$ cat src/rtl/rs_pkg.sv
// rs_pkg: GF(8) constants, tables and helpers shared by the RS(7,5) decoder
package rs_pkg;

    localparam int N            = 7;
    localparam int K            = 5;
    localparam int SYMBOL_WIDTH = 3;
    localparam logic [3:0] PRIM_POLY = 4'b1011;

    // K message symbols followed by N-K parity symbols, packed low symbol first
    localparam int W = (K + (N - K)) * SYMBOL_WIDTH;

    typedef logic [SYMBOL_WIDTH-1:0] symbol_t;

    // alpha^e for e = 0..7 (alpha^7 wraps to alpha^0 so any 3-bit exponent is legal)
    localparam symbol_t ANTILOG [0:7] = '{3'd1, 3'd2, 3'd4, 3'd3, 3'd6, 3'd7, 3'd5, 3'd1};

    // log_alpha(s) for s = 0..7; zero has no logarithm and maps to 0
    localparam logic [2:0] LOG [0:7] = '{3'd0, 3'd0, 3'd1, 3'd3, 3'd2, 3'd6, 3'd4, 3'd5};

    // Multiplicative inverse; 0 maps to 0 so callers never see X
    function automatic symbol_t gf_inv(symbol_t a);
        logic [2:0] e;
        e = (LOG[a] == 3'd0) ? 3'd0 : 3'd7 - LOG[a];
        return (a == '0) ? '0 : ANTILOG[e];
    endfunction

endpackage

$ cat src/rtl/gf8_mul.sv
// gf8_mul: combinational GF(8) multiplier, shift-and-reduce over x^3+x+1
module gf8_mul
    import rs_pkg::*;
(
    input  logic [2:0] a,
    input  logic [2:0] b,
    output logic [2:0] y
);

    logic [4:0] p;

    // carry-less product, then fold x^3 and x^4 back into the field
    always_comb begin
        p = {2'b00, a & {3{b[0]}}} ^ {1'b0, a & {3{b[1]}}, 1'b0} ^ {a & {3{b[2]}}, 2'b00};
        y = p[2:0] ^ (p[3] ? PRIM_POLY[2:0] : 3'd0) ^ (p[4] ? {PRIM_POLY[1:0], 1'b0} : 3'd0);
    end

endmodule

$ cat src/rtl/rs_7_5_decoder.sv
// rs_7_5_decoder: single-symbol-correcting RS(7,5) decoder over GF(8), one-cycle latency
module rs_7_5_decoder
    import rs_pkg::*;
(
    input  logic         clk,
    input  logic         reset,
    input  logic         in_valid,
    input  logic [W-1:0] codeword,
    output logic [W-1:0] corrected,
    output logic         out_valid,
    output logic         error_corrected,
    output logic         uncorrectable
);

    symbol_t    q1 [N];
    symbol_t    q2 [N];
    symbol_t    s1, s2, s1_sq, loc, mag;
    logic [2:0] j;
    logic       fix, bad;
    logic [W-1:0] next_word;

    for (genvar i = 0; i < N; i++) begin : g_syn
        gf8_mul u_s1 (.a(codeword[3*i +: 3]), .b(ANTILOG[i]),         .y(q1[i]));
        gf8_mul u_s2 (.a(codeword[3*i +: 3]), .b(ANTILOG[(2*i) % 7]), .y(q2[i]));
    end

    // S1 = r(alpha), S2 = r(alpha^2) as XOR of per-symbol terms
    always_comb begin
        s1 = '0;
        s2 = '0;
        for (int i = 0; i < N; i++) begin
            s1 = s1 ^ q1[i];
            s2 = s2 ^ q2[i];
        end
    end

    gf8_mul u_loc (.a(s2),    .b(gf_inv(s1)), .y(loc));
    gf8_mul u_sq  (.a(s1),    .b(s1),         .y(s1_sq));
    gf8_mul u_mag (.a(s1_sq), .b(gf_inv(s2)), .y(mag));

    // both syndromes nonzero -> fix symbol log(S2/S1); exactly one zero -> flag only
    always_comb begin
        j         = LOG[loc];
        fix       = (s1 != '0) && (s2 != '0);
        bad       = (s1 == '0) != (s2 == '0);
        next_word = fix ? codeword ^ ({{(W-3){1'b0}}, mag} << (3 * j)) : codeword;
    end

    // output register; payload only advances on a valid word
    always_ff @(posedge clk) begin
        if (reset) begin
            corrected       <= '0;
            out_valid       <= 1'b0;
            error_corrected <= 1'b0;
            uncorrectable   <= 1'b0;
        end else begin
            out_valid <= in_valid;
            if (in_valid) begin
                corrected       <= next_word;
                error_corrected <= fix;
                uncorrectable   <= bad;
            end
        end
    end

endmodule

$ cat config.mk
export PLATFORM = sky130hd
export DESIGN_NAME = rs_7_5_decoder
export DESIGN_NICKNAME = d
export VERILOG_FILES = /design/src/rtl/rs_pkg.sv /design/src/rtl/gf8_mul.sv /design/src/rtl/rs_7_5_decoder.sv
export SDC_FILE = /design/constraint.sdc
export NUM_CORES = 1
export LEC_CHECK = 0
export BUFFER_PORTS_ARGS = -buffer_cell sky130_fd_sc_hd__buf_4
export CORE_ASPECT_RATIO = 0.75
export CORE_MARGIN = 2
export CORE_UTILIZATION = 50
export CTS_CLUSTER_SIZE = 30
export DETAILED_ROUTE_END_ITERATION = 6
export HOLD_SLACK_MARGIN = 0.1
export PLACE_DENSITY = 0.77
export SYNTH_ARGS = -nofsm -noshare
export SYNTH_HDL_FRONTEND = slang
export SYNTH_SLANG_ARGS = --single-unit
$ cat constraint.sdc
create_clock -name clk -period 6.3 [get_ports clk]
set_input_delay 1.26 -clock clk [delete_from_list [all_inputs] [get_ports clk]]
set_output_delay 1.26 -clock clk [all_outputs]
set_load 0.03 [all_outputs]
======== Word-level counts from Yosys, hierarchy flattened ========
Memory sizes are Yosys's and may differ from the RTL's.
Index checks and enable logic that the tools add are counted.
word-level totals
  bits in read-only memories .............. 120
  bits in registers ....................... 24
  input port bits ......................... 24
  memories kept ........................... 5
  output and inout port bits .............. 24
cells by class
  shift operators ......................... 1
  reduce and logical (&&, ||, !) cells .... 7
  $add $sub $neg .......................... 2
  mux-type cells .......................... 43
  bitwise gates (word level) .............. 70
  equal/unequal tests ..................... 1
  magnitude comparators ................... 5
  multipliers ............................. 1
memory list
  memory           depth  width  rd ports  clocked after memory_dff  wr ports  line                  source
  (no name shown)  8      3      1         0                         0         rs_7_5_decoder.sv:43  j = LOG[loc];
  (no name shown)  8      3      1         0                         0         rs_pkg.sv:24          return (a == '0) ? '0 : ANTILOG[e];
  (no name shown)  8      3      1         0                         0         rs_pkg.sv:23          e = (LOG[a] == 3'd0) ? 3'd0 : 3'd7 - LOG[a];
  (no name shown)  8      3      1         0                         0         rs_pkg.sv:24
  (no name shown)  8      3      1         0                         0         rs_pkg.sv:23
operators by type and width
  cell                                                                count
  3-bit XOR                                                           40
  3-bit two-way mux                                                   27
  2-bit two-way mux                                                   15
  3-bit AND                                                           9
  5-bit XOR                                                           5
  3-bit by 4-bit XOR with 4-bit output                                6
  21-bit two-way mux                                                  1
  3-bit by 5-bit left shift with 21-bit output                        1
  21-bit XOR                                                          1
  4-bit greater-or-equal comparator (second input constant)           5
  3-bit NOT with 4-bit output                                         5
  3-bit logical NOT                                                   4
  3-bit by 5-bit XOR with 5-bit output                                2
  4-bit by 5-bit XOR with 5-bit output                                2
  3-bit nonzero test                                                  2
  3-bit subtractor (first input constant)                             2
  2-bit by 3-bit multiplier with 5-bit output (first input constant)  1
  1-bit logical AND                                                   1
  1-bit != test                                                       1

======== Logic depth before layout (Yosys ltp) ========
Gate-level depths: netlist (run 1).
  depth in word-level cells ............... 33
  mapped depth ............................ 18

======== Cells and area by module ========
Synthesis (run 1) repeated with hierarchy kept, for this count alone.
unflattened totals
  cells, all modules ...................... 678
  area total of the unflattened synthesis .. 5092.4 um2
by module, submodules not included
  module          sequential area each (um2)  instances  area an instance (um2)  cells an instance
  gf8_mul         0.0                         17         197.7                   29
  rs_7_5_decoder  480.5                       1          1731.7                  185

======== Worst setup path before layout (run 1) ========
No wires, ideal clock.
  path kind ............................... input -> register
  start ................................... input codeword[7]
  end ..................................... register corrected[2]
  library setup time ...................... 0.091 ns
  data required time ...................... 6.209 ns
  arrival ................................. 5.625 ns
  path slack .............................. 0.585 ns
  stages .................................. 17
  cell sequence ........................... xnor2_1 xor3_1 xnor2_1 clkbuf_1 nor2_1 a21oi_1 ha_1 clkbuf_1 nor3_1 a211oi_4 o41ai_1 o31a_1 or4_1 buf_2 buf_6 or4_1 a311oi_1
on the way
  cells in the longest elaborated chain, start to end .. 33
  elaborated cells between the ends (all ways) .. 80
RTL lines
  item                                                   line                  source
  start: declaration                                     rs_7_5_decoder.sv:8   input logic [W-1:0] codeword,
  2-bit two-way mux                                      gf8_mul.sv:15         y = p[2:0] ^ (p[3] ? PRIM_POLY[2:0] : 3'd0) ^ (p[4] ? {PRIM_POLY[1:0], 1'b0} : 3'd0);
  3-bit XOR (2 in a row)                                 gf8_mul.sv:15
  3-bit XOR (5 in a row)                                 rs_7_5_decoder.sv:32  s1 = s1 ^ q1[i];
  3-bit NOT with 4-bit output (not written as such)      rs_pkg.sv:23
  memory 8 x 3 bit                                       n/a
  3-bit two-way mux (not written as such) (2 in a row)   rs_pkg.sv:23
  3-bit subtractor or 3-bit logical NOT (tied branches)  rs_pkg.sv:23
  3-bit two-way mux                                      rs_pkg.sv:23
  [9 not listed]                                         n/a
  3-bit XOR (2 in a row)                                 gf8_mul.sv:15
  3-bit NOT with 4-bit output (not written as such)      rs_7_5_decoder.sv:43
  memory 8 x 3 bit                                       n/a
  3-bit two-way mux (not written as such) (2 in a row)   rs_7_5_decoder.sv:43
  2-bit by 3-bit multiplier with 5-bit output            rs_7_5_decoder.sv:46  next_word = fix ? codeword ^ ({{(W-3){1'b0}}, mag} << (3 * j)) : codeword;
  3-bit by 5-bit left shift with 21-bit output           rs_7_5_decoder.sv:46
  21-bit XOR                                             rs_7_5_decoder.sv:46
  21-bit two-way mux *                                   rs_7_5_decoder.sv:46
  end signal: assignment                                 rs_7_5_decoder.sv:59  corrected <= next_word;
  end: declaration                                       rs_7_5_decoder.sv:9   output logic [W-1:0] corrected,
Mark *: on every way between the ends. The rest lies on a longest branch, timed or not. The select of a mux whose other input is x is not followed.
A chain may end at the register's enable or synchronous reset.

======== Worst setup path after layout (run 1) ========
  start ................................... input codeword[4]
  end ..................................... register corrected[20]
on the way
  cells in the longest elaborated chain, start to end .. 32
  elaborated cells between the ends (all ways) .. 80
RTL lines
  item                                                   line
  3-bit XOR                                              gf8_mul.sv:15
  3-bit XOR (6 in a row)                                 rs_7_5_decoder.sv:32
  3-bit NOT with 4-bit output (not written as such)      rs_pkg.sv:23
  memory 8 x 3 bit                                       n/a
  3-bit two-way mux (not written as such) (2 in a row)   rs_pkg.sv:23
  3-bit subtractor or 3-bit logical NOT (tied branches)  rs_pkg.sv:23
  3-bit two-way mux                                      rs_pkg.sv:23
  3-bit NOT with 4-bit output (not written as such)      rs_pkg.sv:24
  [8 not listed]                                         n/a
  3-bit XOR (2 in a row)                                 gf8_mul.sv:15
  3-bit NOT with 4-bit output (not written as such)      rs_7_5_decoder.sv:43
  memory 8 x 3 bit                                       n/a
  3-bit two-way mux (not written as such) (2 in a row)   rs_7_5_decoder.sv:43
  2-bit by 3-bit multiplier with 5-bit output            rs_7_5_decoder.sv:46
  3-bit by 5-bit left shift with 21-bit output           rs_7_5_decoder.sv:46
  21-bit XOR                                             rs_7_5_decoder.sv:46
  21-bit two-way mux *                                   rs_7_5_decoder.sv:46
Marked as above.

==> flow_summary.json, run 1 <==
{
  "port_buffers": 47,
  "start_util_pct": 52.2,
  "drtAntennaViolNets": 0,
  "syn_area_um2": 3060,
  "drive_gt1_share_pct": 22.1,
  "wl_per_cell_um": 19.6,
  "syn_inst": 368,
  "track_usage_pct": 28.6,
  "worst_pin_slew_ns": 1.16,
  "cts.path.max_buffers": 2,
  "dieHeight_um": 71.7,
  "grt-ovfl-total": 0,
  "syn_avg_cell_area_um2": 8.31,
  "finClkSkew_ns": 0,
  "cpMostUsedCell": "a311oi_1",
  "io_pins": 48,
  "crit_path_start_kind": "primary input",
  "yosysTopAreaCell": "dfxtp_1",
  "gp_congestion": 1.05,
  "fmax_mhz": 170,
  "cp_cell_sequence": "buf_4, xor3_1, xor2_2, xnor3_2, nand2_1, a21boi_0, ha_1, inv_1, nand4_1, o211ai_1, or3_1, a311oi_1, a311oi_1, nand2b_1, or4_1, a311oi_1",
  "syn2layout_area_growth_pct": 16.2,
  "hold_class": "flip-flop to flip-flop",
  "nFillCells": 517,
  "async_reset_ff_share_pct": 0,
  "path_class": "primary input to flip-flop",
  "hold_buffers": 0,
  "coreArea_um2": 5860,
  "dp_cells": 477,
  "layout_commonest_cell": "buf_4",
  "crit_buf_inv": 2,
  "clkSlewWorstSetupHoldPaths_ns": 0.09,
  "synth_seq_cells": 24,
  "cts_tree": "built",
  "arrival_ns": 6.08,
  "std_cell_rows": 24,
  "grt_pass1_wl_um": 15400,
  "worstSetupEndpointType": "flip-flop",
  "hold_viol_final": 0,
  "drt_first_iter_violations": 443,
  "setup_tns_ns": 0,
  "postCtsSetupBuffers": 0,
  "rsz0062_at_grt": "no",
  "dr.pass1.iters": 5,
  "synth_fp_nets": 395,
  "cts_made_buffers": 3,
  "status": "completed",
  "synth_edf_count": 0,
  "totalWireLength_um": 9440,
  "htree_levels": 1,
  "grt_max_degree": 46,
  "final_util_pct": 60.7,
  "synthDistinctLibCells": 65,
  "rrSetupSlack_ns": 5.53,
  "dr_total_vias": 3246,
  "clock-sinks": 24,
  "slew_viol_final": 0,
  "layout_common_cells": "61 x buf_4, 39 x xnor2_1, 38 x nor2_1",
  "grt_pass1_vias": 3043,
  "max_stage_delay_ns": 0.61,
  "slew_headroom_pct": 22.5,
  "hpwl_um": 7150,
  "yosysTopAreaCellShare_pct": 15.7,
  "worst_hold_slack_ns": 0.488,
  "min_period_over_period_pct": 93.6,
  "yosys_warnings": 0,
  "synth_top_flop_cell": "dfxtp_1",
  "multi_input_area_um2": 2450,
  "cp_top_family": "simple AND/OR/NAND/NOR gates",
  "routed_via_density": 6.75,
  "layout.cells.non_filler": 481,
  "die_w_um": 94.3,
  "num_antenna_cells": 0,
  "setup_viol_count_final": 0,
  "antenna_found_initial": 0,
  "synth_area_leaders": "dfxtp_1 16%, xnor2_1 11%, xnor3_1 6.6%, a211oi_1 5.9%, nor2_1 4.7%",
  "cp_slowest_cell": "xnor3_2",
  "seq_area_frac_synth_pct": 15.7,
  "cap_violations": 0,
  "ctsResizeCount": 0,
  "worstPathMaxFanout": 9,
  "cts-root-buf": "clkbuf_8",
  "fin_crit_ns": 5.90,
  "drc": 0,
  "die_area_um2": 6760,
  "crit_required_ns": 6.48,
  "regArea_um2": 480,
  "clk_latency_ns": 0.27,
  "fin_nets": 431
}
[state kept, by name, indices dropped and copies added, names as in the netlist]
name,count
corrected,21
error_corrected,1
out_valid,1
uncorrectable,1
[worst paths after layout]
check	depth (start not counted)	to	start
min reg2reg	2	corrected[19]	corrected[19]
min	2	corrected[19]	corrected[19]
max	16	corrected[20]	codeword[4]
max reg2reg	2	corrected[15]	corrected[15]
[stage by stage]
stage,worst slack [ns],area (um2)
after floorplan,0.585,3060
after global placement,0.263,3500
after detailed placement,0.110,3500
after CTS,0.379,3550
after global routing,0.0354,3550
final,0.403,3550
[tightest hold or removal path, cell delays in order, from the launching register on]
cell and delay [ns]:
dfxtp_1 0.32, nor2_1 0.08, a211oi_1 0.05
[metal layers]
layer / up-vias / global-route usage, % / part of all wire [%]
met4: 0 / 7.41 / 2.5
li1: 1484 / - / -
met1: 1514 / 42.7 / 44
met5: - / 0 / 0
met3: 32 / 4.42 / 11
met2: 216 / 43.3 / 43
[synth_stat cells (all sizes together) (3+ instances only)]
master   instances
o211ai           8
o31ai            7
nand3           11
a311oi          10
nand4            4
xnor3            9
nor2            38
a2111oi          3
ha               3
nand2           22
a31oi            6
o41ai            3
a21oi           13
nor3b            3
a211o            3
dfxtp           24
nor4            14
clkbuf          23
o22ai            3
or4              6
a211oi          26
o21ai           13
inv              4
xor3             6
xnor2           46
a22oi            3
xor2             6
nor3            12
nand2b           3
buf              7
[cell type report]
cell class	instances	share of cell area (%)
tap	78	2.75
timing repair buffer	61	12.9
clock buffer	4	1.55
sequential	24	13.5
inverter	4	0.423
multi-input combinational	310	68.9
[cells by family (layout without fill, tap and decap cells)]
kind of cell | after synthesis | after routing | share of synthesized area [%]
adders and majority gates | 3 | 3 | 1.23
AOI/OAI and AO/OA | 116 | 116 | 28.8
xor gates and xnor gates | 67 | 67 | 28.8
buffers and inverters | 34 | 69 | 4.54
and+or+nand+nor | 122 | 122 | 20.3
DFF | 24 | 24 | 15.7
muxes | 2 | 2 | 0.655
Power of run 1 is left out: the tool's default activity adds up to more than one toggle a clock period on the data nets, which glitch-free logic cannot reach.
==> inputs of run 2 (changes only) <==
--- a/config.mk
+++ b/config.mk
@@ -12,6 +12,7 @@
 export CTS_CLUSTER_SIZE = 30
 export DETAILED_ROUTE_END_ITERATION = 6
 export HOLD_SLACK_MARGIN = 0.1
+export MAX_ROUTING_LAYER = met4
 export PLACE_DENSITY = 0.77
 export SYNTH_ARGS = -nofsm -noshare
 export SYNTH_HDL_FRONTEND = slang
==> run 2 against run 1 <==
Net effect: cell count did not move; wire length fell by 1.1%; largest cell class unchanged; non-clock buffer count did not move; die area did not move; flip-flop and latch count did not move; via count fell by 2.6%.
==> flow_summary.json, run 2 (same netlist as run 1, synthesis figures left out) <==
{
  "largest_reg_flops": 21,
  "port_buffers": 47,
  "die_w_um": 94.3,
  "hold_viol_final": 0,
  "setup_tns_ns": 0,
  "crit_path_start_kind": "primary input",
  "worst_hold_slack_ns": 0.493,
  "rsz0062_at_grt": "no",
  "slew_viol_final": 0,
  "gp_congestion": 1.00,
  "hold_buffers": 0,
  "layout_common_cells": "61 x buf_4, 39 x xnor2_1, 38 x nor2_1",
  "finClkSkew_ns": 0,
  "status": "completed",
  "cts-root-buf": "clkbuf_8",
  "hold_class": "flip-flop to flip-flop",
  "hp-start": "corrected[0]",
  "cts.path.max_buffers": 2,
  "slew_headroom_pct": 27.6,
  "worst_pin_slew_ns": 1.08,
  "clock-sinks": 24,
  "arrival_ns": 6.10,
  "htree_levels": 1,
  "clkSlewWorstSetupHoldPaths_ns": 0.09,
  "antenna_found_initial": 0,
  "fin_crit_ns": 5.91,
  "worstSetupEndpointType": "flip-flop",
  "nFillCells": 495,
  "routed_via_density": 6.57,
  "min_period_over_period_pct": 93.8,
  "dp_cells": 477,
  "num_antenna_cells": 0,
  "ctsResizeCount": 0,
  "hpwl_um": 6960,
  "postCtsSetupBuffers": 0,
  "cts_made_buffers": 3,
  "cts_tree": "built",
  "worstPathMaxFanout": 9,
  "coreArea_um2": 5860,
  "cap_violations": 0,
  "path_class": "primary input to flip-flop",
  "setup.worst_path.start": "codeword[4]",
  "track_usage_pct": 28.8,
  "io_pins": 48,
  "grt-ovfl-total": 0,
  "layout_commonest_cell": "buf_4",
  "dr_total_vias": 3160,
  "largest-register": "corrected",
  "grt_pass1_vias": 2959,
  "layout.cells.non_filler": 481,
  "timing.final.ws_setup_ns": 0.392,
  "dr.pass1.iters": 5,
  "die_area_um2": 6760,
  "fin_nets": 431,
  "syn2layout_area_growth_pct": 16.2,
  "totalWireLength_um": 9330,
  "drc": 0,
  "dieHeight_um": 71.7,
  "drt_first_iter_violations": 391,
  "clk_latency_ns": 0.27,
  "r2r_start": "corrected[5]",
  "fmax_mhz": 169,
  "grt_max_degree": 46,
  "setup_viol_count_final": 0,
  "std_cell_rows": 24,
  "start_util_pct": 52.2,
  "drive_gt1_share_pct": 21.8,
  "crit_required_ns": 6.49,
  "drtAntennaViolNets": 0,
  "grt_pass1_wl_um": 14800,
  "wl_per_cell_um": 19.4,
  "place_ws_ns": 0.179
}
## run 2: worst paths after layout
kind,end,slack (ns),cells after the start
worst max-delay path,corrected[8],0.39,16
worst min-delay path,corrected[0],0.49,2
worst max register to register,corrected[5],5.52,2
worst min register to register,corrected[0],0.49,2
## run 2: layout make-up
type / count / area, um2 / share of cell area (%)
sequential: 24 / 480 / 13.5
tap: 78 / 97.6 / 2.75
multi-input combinational: 310 / 2450 / 68.9
clock buffer: 4 / 55.1 / 1.55
inverter: 4 / 15.0 / 0.423
timing repair buffer: 61 / 458 / 12.9
## run 2: per-stage QoR
stage	utilization [%]	area (um2)
final	60.7	3550
after CTS	60.7	3550
after floorplan	-	3060
after global routing	60.7	3550
after detailed placement	59.7	3500
after global placement	59.7	3500
## run 2: per-layer routing
layer / track usage (%) / wire length, um / up-vias
li1: - / - / 1481
met1: 41.8 / 4100 / 1461
met2: 41.5 / 4040 / 196
met3: 5.57 / 1040 / 22
met4: 6.44 / 150 / 0
met5: - / 0 / -
## run 2: worst max-delay path, stage by stage
cell	delay, ns
buf_4	0.13
xor3_1	0.46
xor2_2	0.29
xnor3_1	0.64
nand2_1	0.23
a21boi_0	0.21
ha_1	0.31
inv_1	0.10
nand4_1	0.12
o211ai_1	0.32
or3_1	0.45
a311oi_1	0.29
a311oi_1	0.19
nand2b_1	0.32
or4_1	0.51
a311oi_1	0.25
Power of run 2 is left out for the same reason.
